File: config.mk
export PLATFORM = sky130hd
export DESIGN_NAME = cnt_window_ctrl_flat
export DESIGN_NICKNAME = d
export VERILOG_FILES = /design/src/rtl/poca_pkg.sv /design/src/rtl/cnt_window_ctrl_if.sv /design/src/rtl/sync_edge.sv /design/src/rtl/cnt_window_ctrl.sv /design/src/flat_wrapper.sv
export SDC_FILE = /design/constraint.sdc
export NUM_CORES = 1
export LEC_CHECK = 0
export CORE_ASPECT_RATIO = 0.8
export CORE_UTILIZATION = 50
export DETAILED_ROUTE_END_ITERATION = 7
export PLACE_DENSITY = 0.8
export SLEW_MARGIN = 5
export SYNTH_ARGS = -nofsm -noshare
export SYNTH_HDL_FRONTEND = slang
export SYNTH_HIERARCHICAL = 1
export SYNTH_SLANG_ARGS = --single-unit
File: constraint.sdc
create_clock -name clk -period 2.3 [get_ports clk]
set_input_delay 0.69 -clock clk [delete_from_list [all_inputs] [get_ports clk]]
set_output_delay 0.69 -clock clk [all_outputs]
set_load 0.02 [all_outputs]
File: src/rtl/poca_pkg.sv
// Shared types and widths for the POCA window sequencer.
// State encoding, counter/window width and default event width.
package poca_pkg;

  localparam int CNT_W     = 32;
  localparam int EVT_W_DEF = 32;

  typedef enum logic [2:0] {
    IDLE,
    CLR,
    LOAD,
    RUN,
    DONE
  } state_e;

  function automatic logic is_zero(
    input logic [CNT_W-1:0] v
  );
    return (v == '0);
  endfunction

endpackage

File: src/rtl/cnt_window_ctrl_if.sv
// Host-side request/result handshake of the window sequencer.
// master: host (req, cycle_in, result_ack); slave: sequencer.
interface cnt_window_ctrl_if #(
  parameter int EVT_W = poca_pkg::EVT_W_DEF
);
  import poca_pkg::*;

  logic             req;
  logic [CNT_W-1:0] cycle_in;
  logic             busy;
  logic [EVT_W-1:0] result;
  logic             result_valid;
  logic             result_ack;

  modport master (
    output req,
    output cycle_in,
    output result_ack,
    input  busy,
    input  result,
    input  result_valid
  );

  modport slave (
    input  req,
    input  cycle_in,
    input  result_ack,
    output busy,
    output result,
    output result_valid
  );

endinterface

File: src/rtl/sync_edge.sv
// STAGES-deep synchronizer with a registered one-cycle rise pulse.
// Ports: clk, rst (sync, active-high), d (async in), rise (pulse).
module sync_edge #(
  parameter int STAGES = 2
) (
  input  logic clk,
  input  logic rst,
  input  logic d,
  output logic rise
);

  logic [STAGES-1:0] sync_q, sync_d;
  logic              prev_q, prev_d;
  logic              rise_q, rise_d;

  always_comb begin
    sync_d = {sync_q[STAGES-2:0], d};
    prev_d = sync_q[STAGES-1];
    rise_d = sync_q[STAGES-1] & ~prev_q;
  end

  always_ff @(posedge clk) begin
    if (rst) begin
      sync_q <= '0;
      prev_q <= 1'b0;
      rise_q <= 1'b0;
    end else begin
      sync_q <= sync_d;
      prev_q <= prev_d;
      rise_q <= rise_d;
    end
  end

  assign rise = rise_q;

endmodule

File: src/rtl/cnt_window_ctrl.sv
// Opens a cycle_in-clock window on the POCA counter and counts evt_in
// rises in it. Ports: clk, rst, host handshake, counter controls, evt_in.
module cnt_window_ctrl
  import poca_pkg::*;
#(
  parameter int SYNC_STAGES = 2,
  parameter int EVT_W       = EVT_W_DEF
) (
  input  logic                   clk,
  input  logic                   rst,
  cnt_window_ctrl_if.slave       host,
  output logic                   cnt_rst,
  output logic                   cnt_load,
  output logic                   start_cnt,
  output logic [CNT_W-1:0]       cycle,
  input  logic                   cnt_done,
  input  logic                   evt_in
);

  state_e           state_q, state_d;
  logic [CNT_W-1:0] cycle_q, cycle_d;
  logic [EVT_W-1:0] evt_q, evt_d;
  logic [EVT_W-1:0] result_q, result_d;
  logic             evt_rise;

  sync_edge #(
    .STAGES (SYNC_STAGES)
  ) u_sync (
    .clk  (clk),
    .rst  (rst),
    .d    (evt_in),
    .rise (evt_rise)
  );

  always_comb begin
    state_d  = state_q;
    cycle_d  = cycle_q;
    evt_d    = evt_q;
    result_d = result_q;
    unique case (state_q)
      IDLE: begin
        if (host.req) begin
          cycle_d  = host.cycle_in;
          evt_d    = '0;
          result_d = '0;
          // A zero window would wrap the counter; skip it.
          if (is_zero(host.cycle_in)) begin
            state_d = DONE;
          end else begin
            state_d = CLR;
          end
        end
      end
      CLR:  state_d = LOAD;
      LOAD: state_d = RUN;
      RUN: begin
        if (cnt_done) begin
          result_d = evt_q;
          state_d  = DONE;
        end else if (evt_rise && !(&evt_q)) begin
          evt_d = evt_q + 1'b1;
        end
      end
      DONE: begin
        if (host.result_ack) begin
          state_d = IDLE;
        end
      end
      default: state_d = IDLE;
    endcase
  end

  always_ff @(posedge clk) begin
    if (rst) begin
      state_q  <= IDLE;
      cycle_q  <= '0;
      evt_q    <= '0;
      result_q <= '0;
    end else begin
      state_q  <= state_d;
      cycle_q  <= cycle_d;
      evt_q    <= evt_d;
      result_q <= result_d;
    end
  end

  assign host.busy         = (state_q != IDLE);
  assign host.result_valid = (state_q == DONE);
  assign host.result       = result_q;
  assign cnt_rst           = (state_q == CLR);
  assign cnt_load          = (state_q == LOAD);
  assign start_cnt         = (state_q == RUN) & ~cnt_done;
  assign cycle             = cycle_q;

endmodule

File: src/flat_wrapper.sv
// flat-port wrapper written by rule: the top's interface ports become plain ports
module cnt_window_ctrl_flat import poca_pkg::*;
#(
  parameter int SYNC_STAGES = 2,
  parameter int EVT_W       = EVT_W_DEF
)
  (clk, rst, cnt_rst, cnt_load, start_cnt, cycle, cnt_done, evt_in, host_req, host_cycle_in, host_result_ack, host_busy, host_result, host_result_valid);
  cnt_window_ctrl_if #(.EVT_W(EVT_W)) host_i ();
  input  logic clk;
  input  logic rst;
  output logic cnt_rst;
  output logic cnt_load;
  output logic start_cnt;
  output logic [CNT_W-1:0] cycle;
  input  logic cnt_done;
  input  logic evt_in;
  input wire logic [$bits(host_i.req)-1:0] host_req;
  input wire logic [$bits(host_i.cycle_in)-1:0] host_cycle_in;
  input wire logic [$bits(host_i.result_ack)-1:0] host_result_ack;
  output wire logic [$bits(host_i.busy)-1:0] host_busy;
  output wire logic [$bits(host_i.result)-1:0] host_result;
  output wire logic [$bits(host_i.result_valid)-1:0] host_result_valid;
  assign host_i.req = host_req;
  assign host_i.cycle_in = host_cycle_in;
  assign host_i.result_ack = host_result_ack;
  assign host_busy = host_i.busy;
  assign host_result = host_i.result;
  assign host_result_valid = host_i.result_valid;
  cnt_window_ctrl #(.SYNC_STAGES(SYNC_STAGES), .EVT_W(EVT_W)) u_core (.clk(clk), .rst(rst), .host(host_i), .cnt_rst(cnt_rst), .cnt_load(cnt_load), .start_cnt(start_cnt), .cycle(cycle), .cnt_done(cnt_done), .evt_in(evt_in));
endmodule
; Word-level counts from Yosys, hierarchy flattened
; Cells that the tools add are included.
; Widths: inputs -> output; s select.
[totals]
reg_bits = 103
input_bits = 38
out_inout_bits = 69
wordCells = 43
[classes]
add_sub_neg = 1
n_eq_ne = 9
n_mux = 11
bitwise = 4
reduce_logical = 11
[ops]
columns = cell, count
row1 = $mux 32, 4
row2 = $pmux 32 s2, 2
row3 = $add 32x1->32 const B, 1
row4 = $logic_not 32->1, 1
row5 = $reduce_and 32->1, 1
row6 = $pmux 3 s5, 1
row7 = $mux 3, 4
row8 = $ne 2x2->1 const B, 4
row9 = $eq 3x2->1 const B, 2
row10 = $reduce_and 3->1, 2
row11 = $reduce_and 4->1, 1
row12 = $eq 3x1->1 const B, 1
row13 = $eq 3x3->1 const B, 1
row14 = $logic_not 3->1, 1
row15 = $reduce_bool 3->1, 1
row16 = $and 1x1->1, 2
row17 = $ne 2x1->1 const B, 1
row18 = $not 1->1, 2
row19 = $reduce_and 2->1, 1
row20 = $reduce_bool 2->1, 1
row21 = $logic_and 1x1->1, 1
row22 = $logic_not 1->1, 1

; Depth between registers and ports, before layout
; Gate-level depths: netlist (run 1).
[depth]
word_depth = 6
mapped_depth = 9
mapped_depth_nobuf = 7

; Hierarchy
; Netlist (run 1), hierarchy kept.
[by_module_without_submodules]
columns = module, instances, cells_per_inst, area_per_inst_um2, seq_area_each_um2
row1 = cnt_window_ctrl, 1, 531, 4341.7, 1981.9
row2 = sync_edge, 1, 8, 111.4, 80.1

; Least setup slack after synthesis (run 1)
; No wires, ideal clock.
[synth_path]
path_type = input to register
start = in cnt_done
end = reg u_core.evt_q[10]
setup_ps = 91
arrival_ps = 2098
t_required_ps = 2209
setup_slack_ps = 111
stages = 7
path_buffers = 1
cell_sequence = nand2b_1 > inv_1 > nand2_1 > a31oi_2 > clkbuf_1 > a21oi_1 > a311oi_1
[synth_between]
elab_chain_len = 2
[synth_lines]
columns = element, line_no
row1 = start: declaration, flat_wrapper.sv:15  ; input logic cnt_done;
row2 = $ne 2x2->1 (no line), -
row3 = $reduce_and 4->1 (no line), -
row4 = end signal: assignment, cnt_window_ctrl.sv:82  ; evt_q <= evt_d;
row5 = end: declaration, cnt_window_ctrl.sv:22  ; logic [EVT_W-1:0] evt_q, evt_d;
; Every way passes these cells.
; A chain may end at the register's enable or synchronous reset.

; Worst setup path after layout (run 1)
[layout_path]
start = in host_req
end = reg u_core.evt_q[21]
[layout_between]
elab_chain_len = 2
[layout_lines]
columns = element, line_no
row1 = start: declaration, flat_wrapper.sv:17  ; input wire logic [$bits(host_i.req)-1:0] host_req;
row2 = $ne 2x2->1 (no line), -
row3 = $reduce_and 4->1 (no line), -
; Every way passes these cells.

==> results_dict.tcl, run 1 <==
set metrics [dict create \
    dieHeight_um 86.4 \
    finalPower_mw 3.59 \
    register_area_mm2 0.00206 \
    p_per_area_mw_per_mm2 594 \
    cts.htree.levels 3 \
    clk_latency_ps 370 \
    grt_overflow 0 \
    post_cts_resized 7 \
    gp_congestion 0.884 \
    initial_utilization 0.520 \
    critPathSlowestCell "or4b_2" \
    clock_skew_ps 13.0 \
    cp-end-kind "register" \
    n_fill_cell 697 \
    cts_root_buffer "clkbuf_8" \
    grt_use_total 0.289 \
    row_count 30 \
    outcome "complete, no violations" \
    nets 696 \
    critPathArrivalTime_ps 2480 \
    final_hold_viol_count 0 \
    hpwl_um 9110 \
    tightest_slew_ps 609 \
    vias 4554 \
    area_growth_syn_to_layout_pct 36.0 \
    drc 0 \
    cts_buffer_depth 2 \
    start_kind "input port" \
    crit_chain "clkdlybuf4s50_1 -> or4b_2 -> buf_4 -> nand2_4 -> a311oi_1" \
    r2r_cells 5 \
    totalWireLength_um 13100 \
    first_global_vias 4186 \
    path_class "in2reg" \
    coreArea_mm2 0.00856 \
    antenna_found_initial 0 \
    finalCriticalPeriod_ps 2250 \
    syn-num-nets 578 \
    fmax_ghz 0.445 \
    layout-drive-gt1-share 0.115 \
    avgSynthCellArea_um2 8.26 \
    fin_setup_tns_ps 0 \
    post-route-period-util 0.976 \
    async_flop_share 0 \
    critPathTopFamily "simple AND/OR/NAND/NOR gates" \
    whs_path_depth 1 \
    max_stage_delay_ps 610 \
    cts_made_buffers 9 \
    cts_tree "done" \
    clock_sinks 103 \
    yosysUniqueCellTypes 51 \
    synthFlopType "dfxtp_1" \
    worst-path-buf-inv 2 \
    port_buffers 106 \
    peakVddDrop_mv 0.612 \
    fin_ws_ps 54.4 \
    synth-seq-cells 103 \
    multi_input_area_mm2 0.00219 \
    fp.dieW_um 108 \
    drt-wirelength-per-cell_um 16.9 \
    setup_viol 0 \
    hp-start "u_core/u_sync/prev_q" \
    syn_area_mm2 0.00445 \
    synthCells 539 \
    synth-seq-area-share 0.463 \
    drv_slew 0 \
    cp_max_fo 44 \
    drtAntennaViolNets 0 \
    relSlewSlack 0.593 \
    synth_edf_count 0 \
    ctsHoldBuffers 0 \
    first_pass_iters 5 \
    post-place-ws_ps -331 \
    yosys_warnings 6 \
    worst_ep_required_time_ps 2540 \
    grt_pass1_wl_um 21000 \
    ios 107 \
    hold_path_class "reg2reg" \
    cts_setup_buffers 0 \
    power_leakage_nw 2.14 \
    max_cap_violations 0 \
    drt_iter0_drc 333 \
    diodes 0 \
    dieArea_mm2 0.00929 \
    timing.rr.end "u_core/evt_q[15]" \
    grt_max_degree 102 \
    hold_end "u_core/u_sync/rise" \
    reg2reg_from "u_core/evt_q[25]" \
    viasPerCell 5.88 \
    clk_pin_slew_ps 100 \
    reg2reg_slack_ps 70 \
]
-- layout make-up --
| class | instances | share of cell area |
|---|---|---|
| multi-input cells | 386 | 0.362 |
| flip-flops and latches | 103 | 0.341 |
| inverters | 7 | 0.00434 |
| clock buffers | 11 | 0.0234 |
| clock inverters | 5 | 0.0134 |
| well taps | 112 | 0.0231 |
| repair buffers | 150 | 0.234 |
-- cells in the mapped netlist (3+ instances only) --
library cell | number | area, um2
dfxtp_1 | 103 | 2060
nand2_1 | 85 | 319
a21oi_1 | 59 | 295
nor2_1 | 49 | 184
a22oi_1 | 36 | 270
clkbuf_1 | 33 | 124
nand4_1 | 17 | 106
nand3_1 | 16 | 80.1
o21ai_0 | 16 | 80.1
nor4_1 | 13 | 81.3
a311oi_1 | 11 | 96.3
a31oi_1 | 8 | 50.1
o31ai_1 | 8 | 60.1
and3_1 | 7 | 43.8
and2_1 | 6 | 37.5
inv_1 | 6 | 22.5
or3_1 | 6 | 37.5
or4_1 | 6 | 45.0
nor3_1 | 5 | 25.0
and4_1 | 4 | 35.0
nand2b_1 | 4 | 25.0
buf_1 | 3 | 11.3
nor2b_1 | 3 | 18.8
-- metrics by stage --
step	util	instances	hold slack, ps	cell area, um2
finish	0.707	774	398	6050
global route	0.707	774	401	6050
CTS	0.707	774	402	6050
detailed placement	0.682	758	393	5840
global placement	0.682	758	394	5840
floorplan	-	539	387	4450
-- flip-flops by register name (all words and copies together), names as in the netlist --
signal / cells
u_core/cycle: 32
u_core/evt_q: 32
u_core/host.result: 32
u_core/state_q: 3
u_core/u_sync/prev_q: 1
u_core/u_sync/rise: 1
u_core/u_sync/sync_q: 2
-- power by group --
| group | switching, mW | leakage (nW) | internal [mW] |
|---|---|---|---|
| clock network | 0.608 | 0.110 | 0.643 |
| logic | 0.281 | 1.19 | 0.205 |
| registers | 0.0293 | 0.835 | 1.83 |
| total | 0.918 | 2.14 | 2.68 |
-- cell families (layout without fill, tap and decap cells) --
family	after synthesis	count (layout)	share of synthesized area
adder cells (fa/ha/maj)	1	1	0.00281
AND/OR/NAND/NOR	233	233	0.264
buffers and inverters	50	173	0.0480
flip-flops	103	103	0.463
AO/OA/AOI/OAI	151	151	0.219
multiplexers	1	1	0.00225
-- per-layer routing --
layer / vias up / wire (um) / share of wire / track usage
met5: - / 0 / 0 / 0
met4: 0 / 208 / 0.016 / 0.0909
met3: 21 / 921 / 0.070 / 0.0729
met2: 189 / 5900 / 0.45 / 0.433
met1: 2138 / 6080 / 0.46 / 0.409
li1: 2206 / - / - / -
-- how the worst max path moves through the flow --
stage          startpoint                to  cells past startpoint
6_report         host_req  u_core/evt_q[21]                      5
5_1_grt          host_req  u_core/evt_q[15]                      6
4_1_cts          cnt_done         start_cnt                      4
3_5_place_dp     host_req  u_core/evt_q[15]                      6
3_3_place_gp     cnt_done         start_cnt                      4
2_1_floorplan    cnt_done  u_core/evt_q[10]                      7
-- placed cells by master (no fill, tap or decap), drive strengths merged, types with 2 or more instances in the layout --
cell / n
a21oi: 59
clkinv: 3
or4: 6
nand3b: 2
o31ai: 8
a41oi: 2
a31oi: 9
nor2b: 3
nor4: 15
nor3b: 2
a311oi: 11
and2: 6
o221a: 2
clkdlybuf4s50: 100
nor2: 49
dfxtp: 103
inv: 6
clkbuf: 11
and3: 7
and4: 4
nand4: 18
nor3: 6
nand3: 16
dlygate4sd2: 4
or3: 6
nand2: 86
buf: 46
a22oi: 36
o21ai: 17
bufinv: 2
nand2b: 4
Note: power is estimated with default switching activity, not from simulation.
==> inputs of run 2 (changes only) <==
--- a/config.mk
+++ b/config.mk
@@ -5,11 +5,12 @@
 export SDC_FILE = /design/constraint.sdc
 export NUM_CORES = 1
 export LEC_CHECK = 0
+export CAP_MARGIN = 25
 export CORE_ASPECT_RATIO = 0.8
 export CORE_UTILIZATION = 50
 export DETAILED_ROUTE_END_ITERATION = 7
 export PLACE_DENSITY = 0.8
-export SLEW_MARGIN = 5
+export SLEW_MARGIN = 20
 export SYNTH_ARGS = -nofsm -noshare
 export SYNTH_HDL_FRONTEND = slang
 export SYNTH_HIERARCHICAL = 1
==> results of run 2 <==
Final layout, timing and power as in run 1 (identical DEF).
==> inputs of run 3 (changes only) <==
--- a/config.mk
+++ b/config.mk
@@ -5,11 +5,12 @@
 export SDC_FILE = /design/constraint.sdc
 export NUM_CORES = 1
 export LEC_CHECK = 0
-export CAP_MARGIN = 25
-export CORE_ASPECT_RATIO = 0.8
+export CAP_MARGIN = 30
+export CORE_ASPECT_RATIO = 1.5
 export CORE_UTILIZATION = 50
 export DETAILED_ROUTE_END_ITERATION = 7
 export PLACE_DENSITY = 0.8
+export RECOVER_POWER = 25
 export SLEW_MARGIN = 20
 export SYNTH_ARGS = -nofsm -noshare
 export SYNTH_HDL_FRONTEND = slang
==> run 3 against run 2 <==
Compared with the run above:
- count of clock-buffer cells in the layout rose by 2
- non-clock buffer count fell by 1
- clock power rose by 31%
- sequential share of layout area fell by 0.47 points
- sequential cell count did not move
==> results_dict.tcl, run 3 (same netlist as run 1, synthesis figures left out) <==
set metrics [dict create \
    outcome "complete, no violations" \
    dp.cells 752 \
    viasPerCell 6.05 \
    tightest_slew_ps 605 \
    post-place-ws_ps -372 \
    gp_congestion 0.932 \
    rsz0062_at_grt "no" \
    area_growth_syn_to_layout_pct 37.8 \
    cts_root_buffer "clkbuf_16" \
    final_hold_viol_count 0 \
    hpwl_um 9330 \
    coreArea_mm2 0.00852 \
    cts_tree "done" \
    dieHeight_um 118 \
    grt_use_total 0.286 \
    start_kind "input port" \
    antenna_found_initial 0 \
    hold_end "u_core/u_sync/rise" \
    diodes 0 \
    mostFrequentLayoutCell "dfxtp_1" \
    nets 695 \
    final_cell_mix "103 x dfxtp_1, 96 x clkdlybuf4s50_1, 85 x nand2_1" \
    ios 107 \
    fin_ws_ps 38.9 \
    max_cap_violations 0 \
    fp.dieW_um 79.1 \
    clock_sinks 103 \
    p_per_area_mw_per_mm2 649 \
    path_class "in2reg" \
    drv_slew 0 \
    postLayoutCoreUtil 0.721 \
    totalWireLength_um 13300 \
    layout-drive-gt1-share 0.115 \
    clk_pin_slew_ps 60 \
    n_fill_cell 672 \
    fin_setup_tns_ps 0 \
    cts_buffer_depth 2 \
    power_leakage_nw 2.19 \
    hold_path_class "reg2reg" \
    post-route-period-util 0.983 \
    relSlewSlack 0.595 \
    critPathArrivalTime_ps 2490 \
    grt_pass1_wl_um 20900 \
    first_pass_iters 6 \
    drt_iter0_drc 320 \
    drt-wirelength-per-cell_um 17.3 \
    fmax_ghz 0.442 \
    timing.rr.end "u_core/evt_q[11]" \
    setup_viol 0 \
    initial_utilization 0.523 \
    grt_max_degree 45 \
    r2r_cells 7 \
    final_cells 768 \
    finalCriticalPeriod_ps 2260 \
    cp-end-kind "register" \
    cts.htree.levels 3 \
    critPathSlowestCell "or4b_2" \
    row_count 41 \
    reg2reg_from "u_core/evt_q[0]" \
    vias 4647 \
    dieArea_mm2 0.00930 \
    clock_skew_ps 6.14 \
    drtAntennaViolNets 0 \
    crit_chain "clkdlybuf4s50_1 -> or4b_2 -> nand4_1 -> nor4_4 -> o31ai_1 -> a21oi_1" \
    cp_max_fo 8 \
    grt_overflow 0 \
    max_stage_delay_ps 640 \
    whs_path_depth 1 \
    peakVddDrop_mv 0.405 \
    hp-start "u_core/u_sync/prev_q" \
    port_buffers 106 \
    reg2reg_slack_ps 120 \
    first_global_vias 4260 \
    worst_ep_required_time_ps 2530 \
    drc 0 \
    cts_made_buffers 9 \
    clk_latency_ps 350 \
    cts_setup_buffers 0 \
]
==> run 3: changes by cell type in the layout (fill, tap and decap cells not counted), moves of 2 or more <==
cell             change
clkbuf_16            +9
clkbuf_8             -8
clkdlybuf4s50_1      -4
dlygate4sd3_1        +4
buf_12               -2
buf_4                -2
clkbuf_1             +2
clkbuf_2             +2
o31ai_1              -2
o31ai_2              +2
==> run 3: repair_timing <==
action / CTS / global route
endpoints found under the setup margin: 5 / 21
hold buffers: 0 / 0
pin swaps: 0 / 2
gates resized for setup: 8 / 8
==> run 3: metal layers <==
layer  vias up  wire [um]  GRT usage
met3        42        913     0.0535
met5         -          0          0
met4         0        459      0.141
met1      2196       5070      0.319
met2       209       6880      0.505
li1       2200          -          -
==> run 3: worst max path at each step <==
stage | from | end
global route | host_req | u_core/evt_q[28]
finish | host_req | u_core/evt_q[28]
detailed placement | cnt_done | start_cnt
global placement | cnt_done | start_cnt
floorplan | cnt_done | u_core/evt_q[10]
CTS | host_req | u_core/evt_q[15]
==> run 3: final cells by class <==
| class | instances | area, um2 | area share |
|---|---|---|---|
| well taps | 107 | 134 | 0.0218 |
| flip-flops and latches | 103 | 2060 | 0.336 |
| multi-input cells | 386 | 2210 | 0.360 |
| repair buffers | 149 | 1380 | 0.225 |
| clock inverters | 3 | 65.1 | 0.0106 |
| clock buffers | 13 | 260 | 0.0424 |
| inverters | 7 | 26.3 | 0.00428 |
==> run 3: critical path, delay by kind of cell <==
kind / cells / cell delay (ps)
AO/OA/AOI/OAI: 2 / 400
buffers and inverters: 1 / 500
AND/OR/NAND/NOR: 3 / 900
==> run 3: metrics by stage <==
step | hold WS [ps] | total power, mW | instance area (um2)
3_5_place_dp | 411 | 2.38 | 5800
4_1_cts | 417 | 4.01 | 6110
5_1_grt | 428 | 4.11 | 6140
3_3_place_gp | 392 | 2.37 | 5800
2_1_floorplan | 387 | 2.15 | 4450
6_report | 413 | 3.98 | 6140
==> run 3: where the power goes <==
group	switching, mW	internal (mW)
clock	0.628	1.01
sequential	0.0270	1.83
combinational	0.285	0.200
